<file path="src/rtl/fifo_rd_port_if.sv">
// Stream interface carrying FIFO words from the read-side controller to the
// consumer.
//   data_out  : head word presented to the consumer
//   valid_out : data_out holds an unread word
//   ready_in  : consumer accepts data_out this cycle
// master: the FIFO read port (drives data/valid); slave: the consumer.
interface fifo_rd_port_if #(
  parameter int unsigned WIDTH = 8
);
  logic [WIDTH-1:0] data_out;
  logic             valid_out;
  logic             ready_in;

  modport master (
    output data_out,
    output valid_out,
    input  ready_in
  );

  modport slave (
    input  data_out,
    input  valid_out,
    output ready_in
  );
endinterface

</file>
<file path="src/rtl/fifo_rd_port.sv">
// Read-side controller for the 4096-bit dual-port block RAM used as FIFO
// storage. Compares its read pointer with the writer's pointer, issues RAM
// reads, absorbs the one-cycle RAM read latency in a two-entry output buffer
// (head + skid) and presents words in FIFO order on a valid/ready stream.
// Ports:
//   clk, rst_n : clock, asynchronous active-low reset
//   wr_ptr     : writer pointer (MSB is the wrap bit)
//   flush      : synchronous discard of all unread words
//   rd_ptr     : read pointer (words issued to RAM), returned to the writer
//   mem_addr   : RAM read address (low bits of rd_ptr)
//   mem_data   : RAM read data, valid one cycle after mem_addr is sampled
//   strm       : output stream (data_out / valid_out / ready_in)
module fifo_rd_port #(
  parameter  int unsigned WIDTH = 8,
  localparam int unsigned DEPTH = 4096 / WIDTH,
  localparam int unsigned ADDRW = $clog2(DEPTH)
) (
  input  logic             clk,
  input  logic             rst_n,
  input  logic [ADDRW:0]   wr_ptr,
  input  logic             flush,
  output logic [ADDRW:0]   rd_ptr,
  output logic [ADDRW-1:0] mem_addr,
  input  logic [WIDTH-1:0] mem_data,
  fifo_rd_port_if.master   strm
);

  logic [ADDRW:0]   rd_ptr_q, rd_ptr_d;
  logic             pending_q, pending_d;
  logic [1:0]       count_q, count_d;
  logic [WIDTH-1:0] head_q, head_d;
  logic [WIDTH-1:0] skid_q, skid_d;

  logic       empty;
  logic       pop;
  logic       issue;
  logic [2:0] occ;
  logic [1:0] remain;

  assign empty  = (rd_ptr_q == wr_ptr);
  assign pop    = (count_q != 2'd0) && strm.ready_in;
  // Words held or in flight once this cycle's pop is taken; issuing only when
  // this is at most one keeps count + pending within the two buffer entries.
  assign occ    = {1'b0, count_q} + {2'b00, pending_q} - {2'b00, pop};
  assign remain = count_q - {1'b0, pop};
  assign issue  = !empty && !flush && (occ <= 3'd1);

  always_comb begin
    rd_ptr_d  = rd_ptr_q;
    pending_d = issue;
    count_d   = remain + {1'b0, pending_q};
    head_d    = head_q;
    skid_d    = skid_q;

    if (pop && (count_q == 2'd2)) begin
      head_d = skid_q;
    end

    if (pending_q) begin
      // Returning word goes to head if the buffer drains this cycle.
      if (remain == 2'd0) begin
        head_d = mem_data;
      end else begin
        skid_d = mem_data;
      end
    end

    if (issue) begin
      rd_ptr_d = rd_ptr_q + 1'b1;
    end

    if (flush) begin
      // In-flight data and any same-cycle writes are discarded.
      rd_ptr_d  = wr_ptr;
      pending_d = 1'b0;
      count_d   = 2'd0;
      head_d    = head_q;
      skid_d    = skid_q;
    end
  end

  always_ff @(posedge clk or negedge rst_n) begin
    if (!rst_n) begin
      rd_ptr_q  <= '0;
      pending_q <= 1'b0;
      count_q   <= 2'd0;
      head_q    <= '0;
      skid_q    <= '0;
    end else begin
      rd_ptr_q  <= rd_ptr_d;
      pending_q <= pending_d;
      count_q   <= count_d;
      head_q    <= head_d;
      skid_q    <= skid_d;
    end
  end

  assign rd_ptr         = rd_ptr_q;
  assign mem_addr       = rd_ptr_q[ADDRW-1:0];
  assign strm.data_out  = head_q;
  assign strm.valid_out = (count_q != 2'd0);

endmodule

</file>
<file path="src/flat_wrapper.sv">
// flat-port wrapper written by rule: the top's interface ports become plain ports
module fifo_rd_port_flat 
#(
  parameter  int unsigned WIDTH = 8,
  localparam int unsigned DEPTH = 4096 / WIDTH,
  localparam int unsigned ADDRW = $clog2(DEPTH)
)
  (clk, rst_n, wr_ptr, flush, rd_ptr, mem_addr, mem_data, strm_data_out, strm_valid_out, strm_ready_in);
  fifo_rd_port_if #(.WIDTH(WIDTH)) strm_i ();
  input  logic clk;
  input  logic rst_n;
  input  logic [ADDRW:0] wr_ptr;
  input  logic flush;
  output logic [ADDRW:0] rd_ptr;
  output logic [ADDRW-1:0] mem_addr;
  input  logic [WIDTH-1:0] mem_data;
  output wire logic [$bits(strm_i.data_out)-1:0] strm_data_out;
  output wire logic [$bits(strm_i.valid_out)-1:0] strm_valid_out;
  input wire logic [$bits(strm_i.ready_in)-1:0] strm_ready_in;
  assign strm_data_out = strm_i.data_out;
  assign strm_valid_out = strm_i.valid_out;
  assign strm_i.ready_in = strm_ready_in;
  fifo_rd_port #(.WIDTH(WIDTH)) u_core (.clk(clk), .rst_n(rst_n), .wr_ptr(wr_ptr), .flush(flush), .rd_ptr(rd_ptr), .mem_addr(mem_addr), .mem_data(mem_data), .strm(strm_i));
endmodule
</file>
<file path="config.mk">
export PLATFORM = sky130hd
export DESIGN_NAME = fifo_rd_port_flat
export DESIGN_NICKNAME = d
export VERILOG_FILES = /design/src/rtl/fifo_rd_port_if.sv /design/src/rtl/fifo_rd_port.sv /design/src/flat_wrapper.sv
export SDC_FILE = /design/constraint.sdc
export NUM_CORES = 1
export LEC_CHECK = 0
export ABC_CLOCK_PERIOD_IN_PS = 3200
export CORE_MARGIN = 10
export CORE_UTILIZATION = 35
export CTS_CLUSTER_SIZE = 10
export DETAILED_ROUTE_END_ITERATION = 6
export PLACE_DENSITY = 0.69
export SYNTH_ARGS = -nofsm -noshare
export SYNTH_HDL_FRONTEND = slang
export SYNTH_SLANG_ARGS = --single-unit
</file>
<file path="constraint.sdc">
create_clock -name clk -period 3.2 [get_ports clk]
set_clock_uncertainty 0.1 [all_clocks]
set_input_delay 0.96 -clock clk [delete_from_list [all_inputs] [get_ports clk]]
set_output_delay 0.96 -clock clk [all_outputs]
set_load 0.05 [all_outputs]
</file>
==> results of run 1 <==
[cells in the final DEF (no fill, tap or decap), types with 2 or more instances in the layout]
cell,n
clkdlybuf4s50_1,48
buf_4,17
dfrtp_1,29
nand3_1,3
inv_1,5
a31o_2,2
a21oi_1,10
nand2_1,13
ha_1,2
nor3_1,2
xnor2_1,5
clkbuf_8,6
o21ai_0,5
a211o_1,2
mux2i_1,10
nor2_1,9
a31oi_1,13
nand4_1,3
mux2_2,8
xor2_1,10
xnor2_2,2
nor2b_1,7
[worst min path at each step]
stage                            startpoint                      endpoint  cells past startpoint
4_1_cts        u_core.skid_q[1]$_DFFE_PN0P_  u_core.skid_q[1]$_DFFE_PN0P_                      1
3_3_place_gp   u_core.skid_q[2]$_DFFE_PN0P_  u_core.skid_q[2]$_DFFE_PN0P_                      1
6_report       u_core.skid_q[1]$_DFFE_PN0P_  u_core.skid_q[1]$_DFFE_PN0P_                      1
2_1_floorplan  u_core.skid_q[0]$_DFFE_PN0P_  u_core.skid_q[0]$_DFFE_PN0P_                      1
5_1_grt        u_core.skid_q[1]$_DFFE_PN0P_  u_core.skid_q[1]$_DFFE_PN0P_                      1
3_5_place_dp   u_core.skid_q[1]$_DFFE_PN0P_  u_core.skid_q[1]$_DFFE_PN0P_                      1
[sequential cells by signal (all words and copies together), names as in the netlist]
signal                flops
u_core.count_q            2
u_core.pending_q          1
u_core.rd_ptr            10
u_core.skid_q             8
u_core.strm.data_out      8
[what timing repair did]
item,in CTS,in global routing
endpoints found under the setup margin,7,1
resized for setup,6,1
pin swaps,4,0
[cell type report]
class | count | area share, %
multi-input combinational | 124 | 37.4
sequential | 29 | 29.0
timing repair buffer | 66 | 24.7
tap | 67 | 3.36
clock buffer | 6 | 3.30
clock inverter | 2 | 1.50
inverter | 5 | 0.751
[logic make-up (layout without fill, tap and decap cells)]
kind of cell	after synthesis	in the layout	synth area share, %
AOI/OAI and AO/OA	40	40	14.7
muxes	18	18	10.9
buffers and inverters	22	79	7.00
xor gates and xnor gates	17	17	8.51
adders and majority gates	4	4	3.29
DFF	29	29	41.5
and+or+nand+nor	45	45	14.2
[power by group]
part / leakage (uW) / switching, uW / internal (uW)
logic: 0.000661 / 908 / 639
registers: 0.000346 / 153 / 520
clock network: 0.0000574 / 155 / 253
[worst reg2reg max path, cell delays in order (launching register included)]
cell and delay (ps):
dfrtp_1 420, or2_2 330, nand2_2 90, xnor2_2 120, ha_2 180, inv_1 50
fa_2 550, inv_1 40, or4b_1 510, a31oi_1 180, xnor2_1 130, o21ai_0 80
[through the flow]
stage | total power (uW) | cells
2_1_floorplan | 1710 | 175
3_3_place_gp | 2180 | 291
3_5_place_dp | 2200 | 291
4_1_cts | 2640 | 299
5_1_grt | 2800 | 299
6_report | 2630 | 299
[per-layer routing]
metal / share of wire, % / vias up
met4: 1.6 / 0
li1: - / 727
met1: 44 / 707
met3: 8.7 / 8
met5: 0 / -
met2: 45 / 49
==> results.json, run 1 <==
{
  "finalHoldViolCount": 0,
  "r2r_start": "u_core.count_q[0]$_DFF_PN0_",
  "regArea_um2": 726,
  "cp_slowest_cell": "fa_2",
  "drcViolationCount": 0,
  "synth.area.top_cells": "dfrtp_1 (41%), mux2i_1 (5.7%), mux2_2 (5.1%)",
  "crit_path_frequent_cell": "inv_1",
  "grt_first_pass_wirelength_mm": 7.49,
  "antenna_found_initial": 0,
  "worstPathMaxFanout": 3,
  "postCtsSetupBuffers": 0,
  "dpl-instance-area_mm2": 0.00235,
  "num_rows": 25,
  "grt_max_degree": 30,
  "synth_most_common_cell": "dfrtp_1",
  "hold_class": "reg2reg",
  "power_density_mw_per_mm2": 1050,
  "hpwl_mm": 3.24,
  "final_layout_size_suffix_gt1_share_pct": 19.4,
  "fillerInstances": 441,
  "ys_ff_latch": 29,
  "cts_buffers": 5,
  "reg2reg_setup_slack_ps": 320,
  "netlist_instances": 175,
  "gr-total-overflow": 0,
  "synth_area_mm2": 0.00175,
  "synth_flop_cell": "dfrtp_1",
  "io-pin-count": 50,
  "synth_top_area_share_pct": 41.5,
  "status": "finished, final reports clean",
  "period_needed_ps": 3060,
  "ant_nets": 0,
  "max_stage_delay_ps": 550,
  "grt_busiest_layer": "met2",
  "vias": 1491,
  "die-area_mm2": 0.00823,
  "synthToLayoutAreaGrowth_pct": 42.7,
  "setup_viol": 0,
  "start_kind": "primary input",
  "rsz0062_at_grt": "no",
  "numPortBuffers": 49,
  "required_ps": 3270,
  "n_antenna_cell": 0,
  "start_util_pct": 36.6,
  "async_flop_share_pct": 100,
  "r2r_cells": 11,
  "hold_buffers": 0,
  "use_met3_pct": 5.32,
  "dp_slack_ps": -444,
  "critPathBufInv": 3,
  "design_area_mm2": 0.00250,
  "syn_avg_cell_area_um2": 10.0,
  "die_h_um": 90.7,
  "cts-root-buf": "clkbuf_8",
  "fmax_ghz": 0.327,
  "peakVddDrop_uv": 636,
  "wl_mm": 4.47,
  "fin_crit_sh_pct": 95.6,
  "end_kind": "register",
  "path_clk_slew_ps": 70,
  "htree_levels": 2,
  "drt-vias-per-instance": 4.99,
  "max_cap_viol_count": 0,
  "track_usage_pct": 11.0,
  "setup_tns_ps": 0,
  "cp_top_family": "adder cells",
  "crit_chain": "dlygate4sd2_1, nand2_2, xnor2_2, ha_2, inv_1, fa_2, inv_1, or4b_1, a31oi_1, xnor2_1, o21ai_0",
  "cp-endpoint": "u_core.rd_ptr[5]$_DFFE_PN0P_",
  "nNetsFinal": 257,
  "slew_viol_final": 0,
  "cts_tree": "built",
  "cp.depth": 11,
  "fin_util_pct": 52.2,
  "synth_nets": 201,
  "routabilityCongestion": 0.819,
  "post-synth-top-area-cell": "dfrtp_1",
  "seq_area_frac_synth_pct": 41.5,
  "grtUsageMet2_pct": 16.8,
  "crit_path_start": "strm_ready_in",
  "worstMarginPinSlew_ps": 534,
  "synth_edf_count": 0,
  "wl_per_cell_um": 15.0,
  "worst-setup-path-type": "in2reg",
  "synth_commonest_cells": "dfrtp_1 (29), nand2_1 (14), a31oi_1 (13)",
  "reg2reg_to": "u_core.rd_ptr[5]$_DFFE_PN0P_",
  "arrival_ps": 3130,
  "met1_usage_pct": 12.8,
  "clk_path_buf_depth": 2,
  "leakagePower_uw": 0.00106,
  "drt_first_iter_violations": 62,
  "cts.sinks": 29,
  "coreArea_mm2": 0.00479,
  "fin_ws_ps": 141,
  "max_slew_margin_pct": 64.3,
  "ys.warnings.count": 0,
  "synth.distinct_cells": 38,
  "clk_latency_ps": 290,
  "whs_ps": 409,
  "grt_pass1_vias": 1567,
  "firstDrtPassIters": 4,
  "multi_input_comb_area_um2": 933,
  "fp.dieW_um": 90.7
}
No activity file was read; power rests on OpenSTA's default activity.
==> inputs of run 2 (changes only) <==
- SLEW_MARGIN: default -> 20
==> results of run 2 <==
No change in the layout: final DEF, timing and power equal those of run 1.
==> inputs of run 3 (changes only) <==
- ABC_CLOCK_PERIOD_IN_PS: 3200 -> 3600
- GPL_ROUTABILITY_DRIVEN: default -> 0
- clock period: 3.2 -> 3.6 ns (I/O delays scaled with it)
==> run 3 against run 2 <==
Critical path depth stayed put; routed wire length decreased by 2.2%; critical path type unchanged; non-clock buffer count decreased by 3; sequential power is 11% lower; global-route usage about the same; sequential share of layout area up 0.88 points; clock power is 36% lower; via count fell by 2.3%; register-to-register slack improved by 310 ps; design area fell by 3.0%; combinational power down 14%; largest cell class unchanged; worst setup slack improved by 56 ps.
==> results.json, run 3 (synthesis results as in run 1) <==
{
  "drt_first_iter_violations": 30,
  "fillerInstances": 454,
  "numPortBuffers": 49,
  "largest_reg_flops": 10,
  "fmax_ghz": 0.294,
  "grt_max_degree": 30,
  "grt_first_pass_wirelength_mm": 7.41,
  "fin_util_pct": 50.7,
  "clk_latency_ps": 290,
  "firstDrtPassIters": 4,
  "coreArea_mm2": 0.00479,
  "n_antenna_cell": 0,
  "slew_viol_final": 0,
  "setup_viol": 0,
  "io-pin-count": 50,
  "r2r_start": "u_core.count_q[1]$_DFF_PN0_",
  "status": "finished, final reports clean",
  "gr-total-overflow": 0,
  "die_h_um": 90.7,
  "finalHoldViolCount": 0,
  "worstPathMaxFanout": 3,
  "drt-vias-per-instance": 4.92,
  "worst-setup-path-type": "in2reg",
  "power_frac_clock_pct": 11.9,
  "fp.dieW_um": 90.7,
  "clk_path_buf_depth": 2,
  "crit_path_start": "strm_ready_in",
  "min_from": "u_core.skid_q[6]$_DFFE_PN0P_",
  "seq_power_share_pct": 27.3,
  "wl_mm": 4.37,
  "worstMarginPinSlew_ps": 606,
  "vias": 1456,
  "wl_per_cell_um": 14.8,
  "power_density_mw_per_mm2": 907,
  "start_kind": "primary input",
  "p_int_uw": 1140,
  "power.total_uw": 2200,
  "hold_class": "reg2reg",
  "cts.sinks": 29,
  "num_rows": 25,
  "max_cap_viol_count": 0,
  "fin_crit_sh_pct": 94.5,
  "antenna_found_initial": 0,
  "regArea_um2": 726,
  "leakagePower_uw": 0.00103,
  "start_util_pct": 36.6,
  "setup_tns_ps": 0,
  "multi_input_comb_area_um2": 918,
  "track_usage_pct": 11.0,
  "path_clk_slew_ps": 60,
  "period_needed_ps": 3400,
  "final_cell_mix": "clkdlybuf4s50_1 (49), dfrtp_1 (29), nand2_1 (14), buf_4 (14), a31oi_1 (13)",
  "cts_buffers": 5,
  "cts-root-buf": "clkbuf_8",
  "combPwrFrac_pct": 60.8,
  "max_slew_margin_pct": 59.3,
  "arrival_ps": 3520,
  "final_common_cell": "clkdlybuf4s50_1",
  "cts_tree": "built",
  "required_ps": 3710,
  "postCtsSetupBuffers": 0,
  "hold_buffers": 0,
  "htree_levels": 2,
  "synthToLayoutAreaGrowth_pct": 38.5,
  "final_layout_size_suffix_gt1_share_pct": 16.2,
  "nNetsFinal": 254,
  "end_kind": "register",
  "ant_nets": 0,
  "rsz0062_at_grt": "no",
  "grt_pass1_vias": 1545,
  "whs_ps": 405,
  "switching_power_uw": 1060,
  "die-area_mm2": 0.00823,
  "peakVddDrop_uv": 483,
  "power_switching_share_pct": 48.1,
  "hpwl_mm": 3.25,
  "drcViolationCount": 0
}
[run 3: path summary, 6_finish.rpt]
path | end | slack [ps] | depth (start not counted)
min in group asynchronous | u_core.skid_q[6]$_DFFE_PN0P_ | 1080 | 2
max | u_core.rd_ptr[3]$_DFFE_PN0P_ | 200 | 11
min reg2reg | u_core.skid_q[6]$_DFFE_PN0P_ | 400 | 1
min | u_core.skid_q[6]$_DFFE_PN0P_ | 400 | 1
max reg2reg | u_core.rd_ptr[3]$_DFFE_PN0P_ | 630 | 11
max in group asynchronous | u_core.rd_ptr[8]$_DFFE_PN0P_ | 2040 | 2
[run 3: final cells by class]
cell class / count / area share [%]
tap: 67 / 3.46
sequential: 29 / 29.9
multi-input combinational: 124 / 37.9
inverter: 5 / 0.774
timing repair buffer: 63 / 24.6
clock inverter: 2 / 0.413
clock buffer: 6 / 2.99
[run 3: stage by stage]
step,cells,instance area [um2],worst slack [ps]
global route,296,2420,10.2
finish,296,2420,197
floorplan,175,1750,398
global placement,288,2330,-99.5
detailed placement,288,2330,-161
CTS,296,2410,133
[run 3: metal layers]
metal / part of all wire (%) / vias to the layer above / wire length (um) / GRT usage, %
met1: 45 / 679 / 1980 / 12.3
met4: 1.8 / 0 / 80 / 5.31
met2: 43 / 48 / 1880 / 16.6
met3: 9.9 / 8 / 434 / 5.99
met5: 0 / - / 0 / 0
li1: - / 721 / - / -
[run 3: critical path, stage by stage]
cell,delay (ps)
clkdlybuf4s50_1,470
nand2_1,80
xnor2_1,140
ha_1,150
inv_1,50
fa_1,400
xnor2_2,190
nand2_1,90
a31o_2,240
or4_1,460
a31oi_1,170
[run 3: power groups by stage]
stage / combinational (uW) / sequential [uW] / clock, uW
2_1_floorplan: 668 / 848 / 0
3_3_place_gp: 1320 / 602 / 0
3_5_place_dp: 1330 / 604 / 0
4_1_cts: 1340 / 603 / 267
5_1_grt: 1450 / 628 / 283
6_report: 1340 / 600 / 262
[run 3: timing repair]
| item | in CTS | in global routing |
|---|---|---|
| resized for setup | 0 | 2 |
| endpoints found under the setup margin | 0 | 4 |
| hold endpoints to repair | 0 | 0 |
